===== src/rtl/alu_pkg.sv =====
// Shared constants for the ALU result FIFO: storage geometry and the
// active-low seven-segment patterns used by the display decoders.
package alu_pkg;

  localparam int DEPTH  = 4;
  localparam int DATA_W = 8;

  localparam logic [6:0] SEG_BLANK = 7'h7F;

  // Packed table indexed by hex digit: element 15 is listed first.
  localparam logic [15:0][6:0] SEG_TABLE = {
    7'h0E, 7'h06, 7'h21, 7'h46, 7'h03, 7'h08, 7'h10, 7'h00,
    7'h78, 7'h02, 7'h12, 7'h19, 7'h30, 7'h24, 7'h79, 7'h40
  };

  function automatic logic [6:0] seg7Of(input logic [3:0] digit);
    return SEG_TABLE[digit];
  endfunction

endpackage


===== src/rtl/seg7_decoder.sv =====
// Purely combinational hex digit to active-low seven-segment decoder.
import alu_pkg::*;

module seg7_decoder (
  input  logic [3:0] digit_i,
  output logic [6:0] seg_o
);

  assign seg_o = seg7Of(digit_i);

endmodule


===== src/rtl/alu_result_fifo.sv =====
// Four-entry FIFO of ALU results driven by edge-detected push/pop keys,
// showing the head entry and the occupancy on three seven-segment digits.
import alu_pkg::*;

module alu_result_fifo #(
  parameter int DEPTH = alu_pkg::DEPTH
) (
  input  logic       Clock,
  input  logic       Reset_b,
  input  logic [7:0] ALUout,
  input  logic       Push,
  input  logic       Pop,
  output logic [6:0] HEX0,
  output logic [6:0] HEX1,
  output logic [6:0] HEX2,
  output logic       Full,
  output logic       Empty,
  output logic       Overflow
);

  localparam int PTR_W = $clog2(DEPTH);
  localparam int CNT_W = PTR_W + 1;

  logic [DATA_W-1:0] mem_q [DEPTH];
  logic [PTR_W-1:0]  wrPtr_q, wrPtr_d, rdPtr_q, rdPtr_d;
  logic [CNT_W-1:0]  count_q, count_d;
  logic              push_q, pop_q, overflow_q, overflow_d;
  logic              pushEv, popEv, pushAcc, popAcc;
  logic [6:0]        headLoSeg, headHiSeg, countSeg;
  logic [DATA_W-1:0] head;

  // A pop frees the head slot in the same cycle, so a full FIFO can still
  // accept a push that coincides with a pop.
  always_comb begin
    pushEv     = Push & ~push_q;
    popEv      = Pop & ~pop_q;
    Full       = (count_q == CNT_W'(DEPTH));
    Empty      = (count_q == '0);
    popAcc     = popEv & ~Empty;
    pushAcc    = pushEv & (~Full | popAcc);
    wrPtr_d    = pushAcc ? wrPtr_q + 1'b1 : wrPtr_q;
    rdPtr_d    = popAcc ? rdPtr_q + 1'b1 : rdPtr_q;
    count_d    = count_q;
    if (pushAcc && !popAcc) count_d = count_q + 1'b1;
    if (popAcc && !pushAcc) count_d = count_q - 1'b1;
    overflow_d = overflow_q | (pushEv & Full & ~popAcc);
  end

  // Edge history resets high so a key already held at reset release must be
  // released and pressed again before it counts.
  always_ff @(posedge Clock or negedge Reset_b) begin
    if (!Reset_b) begin
      wrPtr_q    <= '0;
      rdPtr_q    <= '0;
      count_q    <= '0;
      push_q     <= 1'b1;
      pop_q      <= 1'b1;
      overflow_q <= 1'b0;
    end else begin
      wrPtr_q    <= wrPtr_d;
      rdPtr_q    <= rdPtr_d;
      count_q    <= count_d;
      push_q     <= Push;
      pop_q      <= Pop;
      overflow_q <= overflow_d;
    end
  end

  always_ff @(posedge Clock) begin
    if (pushAcc) mem_q[wrPtr_q] <= ALUout;
  end

  assign head     = mem_q[rdPtr_q];
  assign Overflow = overflow_q;

  seg7_decoder uHex0 (.digit_i(head[3:0]), .seg_o(headLoSeg));
  seg7_decoder uHex1 (.digit_i(head[7:4]), .seg_o(headHiSeg));
  seg7_decoder uHex2 (.digit_i({1'b0, count_q}), .seg_o(countSeg));

  assign HEX0 = Empty ? SEG_BLANK : headLoSeg;
  assign HEX1 = Empty ? SEG_BLANK : headHiSeg;
  assign HEX2 = countSeg;

endmodule


===== config.mk =====
export PLATFORM = sky130hd
export DESIGN_NAME = alu_result_fifo
export DESIGN_NICKNAME = d
export VERILOG_FILES = /design/src/rtl/alu_pkg.sv /design/src/rtl/seg7_decoder.sv /design/src/rtl/alu_result_fifo.sv
export SDC_FILE = /design/constraint.sdc
export NUM_CORES = 1
export LEC_CHECK = 0
export CORE_ASPECT_RATIO = 0.8
export CORE_UTILIZATION = 56
export CTS_BUF_LIST = sky130_fd_sc_hd__clkbuf_4 sky130_fd_sc_hd__clkbuf_8
export DETAILED_ROUTE_END_ITERATION = 8
export PLACE_DENSITY = 0.81
export SYNTH_ARGS = -nofsm -noshare
export SYNTH_HDL_FRONTEND = slang
export SYNTH_SLANG_ARGS = --single-unit

===== constraint.sdc =====
create_clock -name Clock -period 2.7 [get_ports Clock]
set_input_delay 0.54 -clock Clock [delete_from_list [all_inputs] [get_ports Clock]]
set_output_delay 0.54 -clock Clock [all_outputs]
set_load 0.005 [all_outputs]

**Word-level counts from Yosys, hierarchy flattened**

Memories as Yosys holds them, arrays and structs flattened.
Index checks and enable logic that the tools add are counted.

- Output and inout port bits: 24
- Logic and storage cells: 46
- Memory bits (read-only): 280
- Input bits: 12
- RAM bits: 32
- Register bits: 10
- Memories: 4

- Add/subtract/negate cells: 4
- Equality and inequality tests: 1
- Reduce and logical (&&, ||, !) cells: 6
- $lt $le $gt $ge: 3
- Mux-type cells: 9
- Bitwise operators: 13

Memories:

| name | words | width | rd ports | clocked after memory_dff | write ports | RTL line | source |
|---|---|---|---|---|---|---|---|
| (no name shown) | 16 | 7 | 1 | 0 | 0 | alu_pkg.sv:17 | `return SEG_TABLE[digit];` |
| (no name shown) | 16 | 7 | 1 | 0 | 0 | alu_pkg.sv:17 |  |
| (no name shown) | 8 | 7 | 1 | 0 | 0 | alu_pkg.sv:17 |  |
| mem_q | 4 | 8 | 1 | 0 | 1 | alu_result_fifo.sv:24 | `logic [DATA_W-1:0] mem_q [DEPTH];` |

Operator list:

| kind | count |
|---|---|
| $mux 7 | 5 |
| $lt 4x5->1 const B | 2 |
| $and 1x1->1 | 6 |
| $mux 3 | 2 |
| $lt 3x5->1 const B | 1 |
| $not 1->1 | 5 |
| $add 2x1->2 const B | 2 |
| $add 3x1->3 const B | 1 |
| $eq 3x3->1 const B | 1 |
| $logic_not 3->1 | 1 |
| $sub 3x1->3 const B | 1 |
| $logic_and 1x1->1 | 2 |
| $logic_not 1->1 | 2 |
| $mux 1 | 2 |
| $or 1x1->1 | 2 |
| $reduce_bool 2->1 | 1 |

**Logic depth before layout (Yosys ltp)**

- Depth after elaboration: 8
- Depth in mapped cells: 12
- Gate-level depth less buffers: 12

**Cells and area by module**

A second synthesis with hierarchy kept.

- Cell total of the unflattened synthesis: 211
- Area total of the unflattened synthesis: 2681.3 µm²

By module, submodules not included:

| module | area each (µm²) | times used | sequential area each (µm²) | cells an instance |
|---|---|---|---|---|
| alu_result_fifo | 1855.5 | 1 | 1213.7 | 115 |
| seg7_decoder | 275.3 | 3 | 0.0 | 32 |

**Worst setup path before layout**

Ideal clock, no wire load.

- Path kind: reg-to-reg
- Start point: reg count_q[0]
- End point: reg count_q[2]
- Arrival time: 2383 ps
- Library setup time: 80 ps
- Cell stages (with the launch flop): 13
- Buffers on the path: 1
- Setup slack: 238 ps
- Clock period less this slack: 2462 ps
- Required time: 2620 ps
- Cell sequence: dfrtp_1 -> inv_1 -> ha_1 -> nand2b_1 -> buf_2 -> clkinv_1 -> nor2_1 -> ha_1 -> inv_1 -> fa_1 -> xor2_1 -> nor2_1 -> xor2_1

- Word-level cells in the longest chain between the ends: 8
- Elaborated cells between the ends (all ways): 16
- Classes of those cells: 2 x add/sub; 1 x eq/ne; 2 x mux; 5 x bitwise; 6 x reduce/logical

RTL lines:

| element | RTL line | source |
|---|---|---|
| from (decl) | alu_result_fifo.sv:26 | `logic [CNT_W-1:0] count_q, count_d;` |
| from (signal assigned) | alu_result_fifo.sv:62 | `count_q <= count_d;` |
| $logic_not 3->1 * | alu_result_fifo.sv:38 | `Empty = (count_q == '0);` |
| via Empty | alu_result_fifo.sv:17 | `output logic Empty,` |
| $not 1->1 * | alu_result_fifo.sv:39 | `popAcc = popEv & ~Empty;` |
| $and 1x1->1 * | alu_result_fifo.sv:39 |  |
| via popAcc | alu_result_fifo.sv:28 | `logic pushEv, popEv, pushAcc, popAcc;` |
| $or 1x1->1 | alu_result_fifo.sv:40 | `pushAcc = pushEv & (~Full \| popAcc);` |
| $and 1x1->1 | alu_result_fifo.sv:40 |  |
| $logic_not 1->1 | alu_result_fifo.sv:45 | `if (popAcc && !pushAcc) count_d = count_q - 1'b1;` |
| $logic_and 1x1->1 | alu_result_fifo.sv:45 |  |
| $mux 3 / $reduce_bool 2->1 (equally long branches) | -- |  |

The timed path passes the listed nets; every way through them passes the cells marked *. The select of a mux whose other input is x is not followed.
A chain may end at the register's enable or synchronous reset.

**Worst setup path after layout**

- Start point: reg rdPtr_q[0]
- End point: out HEX1[0]

- Word-level cells in the longest chain between the ends: 4

RTL lines:

| element | RTL line | source |
|---|---|---|
| from (decl) | alu_result_fifo.sv:25 | `logic [PTR_W-1:0] wrPtr_q, wrPtr_d, rdPtr_q, rdPtr_d;` |
| from (signal assigned) | alu_result_fifo.sv:61 | `rdPtr_q <= rdPtr_d;` |
| $mem_v2 4x8 | -- |  |
| $mem_v2 16x7 | -- |  |
| $mux 7 (implied by the code) | alu_pkg.sv:17 |  |
| $mux 7 | alu_result_fifo.sv:81 | `assign HEX1 = Empty ? SEG_BLANK : headHiSeg;` |
| to (decl) | alu_result_fifo.sv:14 | `output logic [6:0] HEX1,` |

Every way passes these cells. The select of a mux whose other input is x is not followed.

==> run metrics <==
cts bufs inserted=5; number of flops mapped to enable cells by yosys=32; Clock Skew=0.01016 ns; Avg Cell Area, Syn=around 13 um2; clk sinks=42; Max Cap Viol=0; sequential-to-total area share from yosys stat=0.5135; DR vias=~1800; ant diodes=0; Max Slew Vio Count=0; slack of the critical path=-0.1145 ns; maximum vdd drop=roughly 710 uV; Yosys warnings=0; final hold vios=0; post-DP HPWL=3483 um; Fin Hold WS=around 0.47 ns; FFs w/ async S/R, synth=0.2381; worst min path class=flop to flop; Yosys reg bits=42; core area=roughly 4000 um2; first-pass GRT wire length=roughly 8400 um; WL final=approximately 6100 um; CP Data Required Time=around 2.2 ns; design area=between 3000 and 4000 um2; Most used DFF post-synth=edfxtp_1; DRT iter0 DRCs=90; unrepaired setup endpoints after global routing=true; largest net degree at the start of global routing=15; total power=between 4 and 5 mW; Syn Inst Count=between 150 and 200; ANT nets after route=0; H-tree depth=2; worst slew pin tran=approximately 0.44 ns; internal power=~2.7 mW; vias in the first global route=approximately 1700; Yosys cell types=37; initial antenna violation count=0; Detailed Routing Iterations Pass 1=4; status=complete, but fails checks; Slew headroom=0.7059; Final nets=roughly 290; # DRC=0; Sw Pwr=1.796 mW; wire per inst=roughly 20 um; FILL cells=192; Worst Setup Path Type=flop to output port; crit path capture type=output port; Fin Setup TNS=-0.5388 ns; Clock transition at path regs=roughly 0.070 ns; Syn Nets=around 210; post-route minimum period=approximately 2.8 ns; Overflow after GRT=0; setup violators final=8; Die W=74.64 um; clk_lat worst skew=~0.29 ns; cell leakage power=around 1.3 nW; DP Area=just under 3000 um2; clock root buffer=clkbuf_8; combinational fraction of design power=0.709; ratio of total power to cell area=1348 nW/um2; die area=between 4000 and 5000 um2; routed vias/inst=slightly below 6; worst-path maximum fanout=4; crit path DAT=between 2 and 2.5 ns; row count=20; Overall Global Routing Usage=0.2693; crit path launch type=flop; Clk pwr share=0.085; Buffers on Ports=35; layout cells sized above 1=0.4302; failing checks=setup timing; switching part of the total=0.3971; Area Growth Syn to Fin=42.03%; fmax=355.3 MHz; Mapped Area=~2400 um2; Setup WS pre-CTS=-0.1832 ns; Die H=roughly 60 um; Final period util=1.042; Max Root-Sink Buffers=2; gp weighted congestion=0.8122; CTS tree=built; io pins=36; Initial Util=0.6016; Seq pwr share=0.206
[state kept, by name (all words and copies together), names as in the netlist]
register,flops
Overflow,1
count_q,3
mem_q,32
pop_q,1
push_q,1
rdPtr_q,2
wrPtr_q,2
[per-layer routing]
layer | vias up | part of all wire | global-route usage
met3 | 32 | 0.061 | 0.06239
met1 | 882 | 0.41 | 0.3209
li1 | 807 | - | -
met4 | 0 | 0.042 | 0.1402
met2 | 91 | 0.48 | 0.4582
met5 | - | 0 | 0
[kinds of logic after synthesis]
logic type | Yosys count | share of synthesized area
and+or+nand+nor | 39 | 0.09847
muxes | 14 | 0.1091
AOI/OAI and AO/OA | 35 | 0.08946
adders and majority gates | 22 | 0.1196
DFF | 42 | 0.5135
buffers and inverters | 20 | 0.04764
xor gates and xnor gates | 6 | 0.02224
[repair_timing]
item	in CTS	in global routing
gates cloned	1	1
gates resized for setup	86	35
endpoints found under the hold margin	0	0
hold buffers	0	0
setup buffers	14	10
pin swaps	10	11
setup endpoints to repair	15	17
[final timing paths]
| kind | from | endpoint | slack, ns | cells past startpoint |
|---|---|---|---|---|
| min | Overflow | Overflow | 0.47 | 1 |
| max reg2reg | count_q[0] | count_q[2] | 0.08 | 11 |
| max | rdPtr_q[0] | HEX1[0] | -0.11 | 8 |
| max in group asynchronous | Reset_b | pop_q | 1.81 | 1 |
| min in group asynchronous | Reset_b | Overflow | 0.56 | 1 |
| min reg2reg | Overflow | Overflow | 0.47 | 1 |
[stage by stage]
step	util	std cells
detailed placement	0.7414	283
CTS	0.8102	306
global route	0.8545	313
global placement	0.7414	283
floorplan	-	178
finish	0.8545	313
[critical path: stages, from the launching register on]
cell	delay [ns]
dfrtp_2	0.40
buf_6	0.12
mux4_2	0.57
inv_4	0.10
buf_6	0.10
ha_4	0.18
and3b_1	0.22
o21ai_1	0.16
buf_2	0.13
[Yosys cell counts, types with 2 or more instances]
cell type / n / area, um2
o21ai_0: 5 / 25.02
o22ai_1: 2 / 12.51
buf_4: 2 / 15.01
mux4_1: 4 / 105.1
and2_1: 7 / 43.79
o221ai_1: 2 / 17.52
nand3_1: 2 / 10.01
nand2b_4: 4 / 55.05
mux4_2: 4 / 90.09
dfrtp_1: 8 / 200.2
mux2_2: 2 / 22.52
dfstp_2: 2 / 52.55
a21oi_1: 9 / 45.04
o31a_1: 2 / 17.52
nor2_1: 13 / 48.80
nand2b_1: 2 / 12.51
a31oi_1: 4 / 25.02
and3b_1: 2 / 17.52
o21ai_1: 6 / 30.03
nand2_1: 7 / 26.28
mux2i_1: 4 / 40.04
edfxtp_1: 32 / 960.9
xnor2_1: 3 / 26.28
ha_1: 21 / 262.8
clkbuf_8: 2 / 27.53
o211ai_1: 4 / 30.03
xor2_1: 3 / 26.28
inv_1: 11 / 41.29
[layout make-up]
type,count,area [um2],share of cell area
Multi-Input combinational cell,116,1180,0.3515
Clock inverter,2,10.01,0.002982
Tap cell,55,68.82,0.02050
Sequential cell,42,1215,0.3619
Clock buffer,6,76.32,0.02274
Inverter,12,61.31,0.01826
Timing Repair Buffer,80,745.7,0.2221
[placed cells by master (no fill, tap or decap), types with 3 or more instances in the layout]
cell type,count
clkbuf_8,5
ha_2,3
and2_1,7
ha_1,11
buf_2,12
xor2_1,3
edfxtp_1,32
buf_6,18
o211ai_1,4
a31oi_1,4
mux4_2,8
dfrtp_1,7
inv_4,3
ha_4,7
o21ai_0,3
mux2i_1,3
inv_1,7
nand2b_4,4
buf_4,23
clkdlybuf4s50_1,21
a21oi_1,7
xnor2_1,3
o21ai_1,7
nand2_1,7
nor2_4,4
nor2_1,8
[power groups by stage]
stage	sequential (mW)	clock [mW]	combinational, mW
finish	0.930	0.385	3.21
global route	0.944	0.415	3.41
CTS	0.924	0.387	2.70
detailed placement	0.942	0	2.44
global placement	0.929	0	2.33
floorplan	0.874	0	1.34
Note: power is estimated with default switching activity, not from simulation.
==> edit: new RTL, same settings <==
Make the reset (`Reset_b`) synchronous in one clocked block.
--- a/src/rtl/alu_result_fifo.sv
+++ b/src/rtl/alu_result_fifo.sv
@@ -48,7 +48,7 @@
 
   // Edge history resets high so a key already held at reset release must be
   // released and pressed again before it counts.
-  always_ff @(posedge Clock or negedge Reset_b) begin
+  always_ff @(posedge Clock) begin
     if (!Reset_b) begin
       wrPtr_q    <= '0;
       rdPtr_q    <= '0;
Formal check against the unedited RTL: differs if Reset_b is asserted again (counterexample within 4 cycles, from zero or initial values and one cycle with Reset_b low); with Reset_b held inactive, the same outputs for 10 cycles.
==> edit against the unedited design <==
- the flow still finishes with violations (setup timing)
- synthesized area is 12% higher
- sequential cell count increased by 9
- wire length up 14%
- setup slack worse by 0.093 ns
- die area increased by 12%
- register-to-register slack worse by 0.02 ns
- design area rose by 9.1%
Power is left out: it rests on default switching activity, and per cell area and clock period it moved more than threefold.
==> edit: results (changes against the unedited design) <==
SYNTH_TOP_CELLS_BY_AREA='sky130_fd_sc_hd__edfxtp_1 36%, sky130_fd_sc_hd__dfxtp_1 14%, sky130_fd_sc_hd__ha_1 9.9%, sky130_fd_sc_hd__mux4_2 7.7%, sky130_fd_sc_hd__mux2i_1 2.6%'  # was sky130_fd_sc_hd__edfxtp_1 41%, sky130_fd_sc_hd__ha_1 11%, sky130_fd_sc_hd__dfrtp_1 8.5%, sky130_fd_sc_hd__mux4_1 4.4%, sky130_fd_sc_hd__mux4_2 3.8%
YOSYSSEQAREASHARE=0.507  # was 0.513
GRTUSAGETOTAL=0.269  # about the same
WORST-PATH-MAX-FANOUT=5  # was 4
DPL.HPWL_UM=4170  # was 3480 µm
CLK_PIN_SLEW_WORST_PATHS_NS=0.09  # was 0.07 ns
GRT_FIRST_PASS_WIRELENGTH_UM=10000  # was 8410 µm
TIMING.CRITICAL_PATH.ARRIVAL_NS=2.37  # was 2.27 ns
CLOCKROOTBUFFER='sky130_fd_sc_hd__clkbuf_8'  # unchanged
NUM-NETS-FINAL=343  # was 291
SETUP_VIOLATIONS=12  # was 8
SYNTH_COMPOUND_AREA_FRAC=0.0936  # was 0.0895
DRT-VIAS-PER-INSTANCE=5.66  # was 5.79
TIMING.SETUP.TNS_NS=-0.843  # was -0.539 ns
DRC=0  # unchanged
ROUTABILITY_DRIVEN_PLACEMENT_CONGESTION_RATIO=0.816  # was 0.812
FINAL_LAYOUT_SIZE_SUFFIX_GT1_FRAC=0.400  # was 0.430
PLACE_INST=345  # was 283
INSTANCES_NO_FILL=367  # was 313
NUMBER_OF_ANTENNA_VIOLATIONS_AT_THE_FIRST_CHECK_IN_GLOBAL_ROUTING=0  # unchanged
FAILED_CHECKS='setup timing'  # unchanged
RRSETUPSLACK_NS=0.06  # was 0.08 ns
VIAS_IN_THE_FIRST_GLOBAL_ROUTE=2003  # was 1733
GRT_MAX_DEGREE=19  # was 15
SYNTHMUXAREASHARE=0.113  # was 0.109
MAPPEDNETLISTNETS=249  # was 212
YOSYS.AREA_SHARE.ADDER=0.107  # was 0.120
DRT_FIRST_ITER_VIOLATIONS=109  # was 90
NETLIST_TOP_CELLS_COUNT='32 x sky130_fd_sc_hd__edfxtp_1, 21 x sky130_fd_sc_hd__ha_1, 19 x sky130_fd_sc_hd__dfxtp_1'  # was 32 x sky130_fd_sc_hd__edfxtp_1, 21 x sky130_fd_sc_hd__ha_1, 13 x sky130_fd_sc_hd__nor2_1
POST_SYNTH_INST_COUNT=215  # was 178
CLOCK_LATENCY_NS=0.31  # was 0.29 ns
OUTCOME='finished with violations'  # unchanged
FINAL.SETUP.WORST_SLACK_NS=-0.207  # was -0.115 ns
ASYNCSETRESETFLOPFRACSYNTH=0  # was 0.238
XOR_XNOR_SHARE_OF_THE_SYNTHESIZED_AREA=0.0165  # was 0.0222
WORST_SKEW_NS=0.00647  # was 0.0102 ns
MAX_SLEW_MARGIN=0.666  # was 0.706
WIRE_PER_INST_UM=19.1  # was 19.6 µm
YOSYS.CELL_TYPES.COUNT=41  # was 37
==> edit: routing by layer <==
metal,wire length (µm),global-route usage,part of all wire,vias to the layer above
met4,172,0.0750,0.025,0
met5,0,0,0,-
met3,471,0.0609,0.067,21
li1,-,-,-,967
met1,2870,0.354,0.41,993
met2,3490,0.448,0.50,98
==> edit: area by class of cell <==
class,count,area (µm²)
sequential,51,1350
multi-input combinational,139,1300
timing repair buffer,96,792
fill,225,698
tap,57,71.3
clock buffer,5,68.8
inverter,16,65.1
clock inverter,3,25.0
==> edit: kinds of logic after synthesis <==
family,count (synthesis)
mux,18
flops,51
simple gates,58
compound gates,36
fa+ha+maj,22
buf+inv,25
xor+xnor,5
==> edit: worst max-delay path, cell delays in order, from the launching register on <==
cell	delay (ns)
sky130_fd_sc_hd__dfxtp_4	0.39
sky130_fd_sc_hd__mux4_2	0.59
sky130_fd_sc_hd__inv_2	0.09
sky130_fd_sc_hd__ha_1	0.14
sky130_fd_sc_hd__inv_1	0.06
sky130_fd_sc_hd__mux4_2	0.44
sky130_fd_sc_hd__or2_1	0.22
sky130_fd_sc_hd__buf_2	0.13
==> edit: path summary, 6_finish.rpt <==
kind | from | endpoint | cells past startpoint
hold / removal | Overflow$_SDFF_PN0_ | Overflow$_SDFF_PN0_ | 2
hold reg to reg | Overflow$_SDFF_PN0_ | Overflow$_SDFF_PN0_ | 2
setup / recovery | register | HEX1[3] | 7
setup reg to reg | count_q[2]$_SDFFE_PN0N_ | HEX2[4]$_DFF_P_ | 8
==> edit: stage by stage <==
step | utilization | setup slack (ns) | instance area (µm²) | hold WS, ns
2_1_floorplan | - | 0.00301 | 2650 | 0.482
3_3_place_gp | 0.772 | -0.239 | 3370 | 0.474
3_5_place_dp | 0.772 | -0.284 | 3370 | 0.484
4_1_cts | 0.826 | -0.180 | 3600 | 0.506
5_1_grt | 0.840 | -0.275 | 3660 | 0.563
6_report | 0.840 | -0.207 | 3660 | 0.517
==> edit: timing repair <==
item / in CTS / in global routing
gates resized for setup: 83 / 14
hold buffers: 0 / 0
setup endpoints to repair: 14 / 20
buffers inserted: 11 / 4
pin swaps: 6 / 8
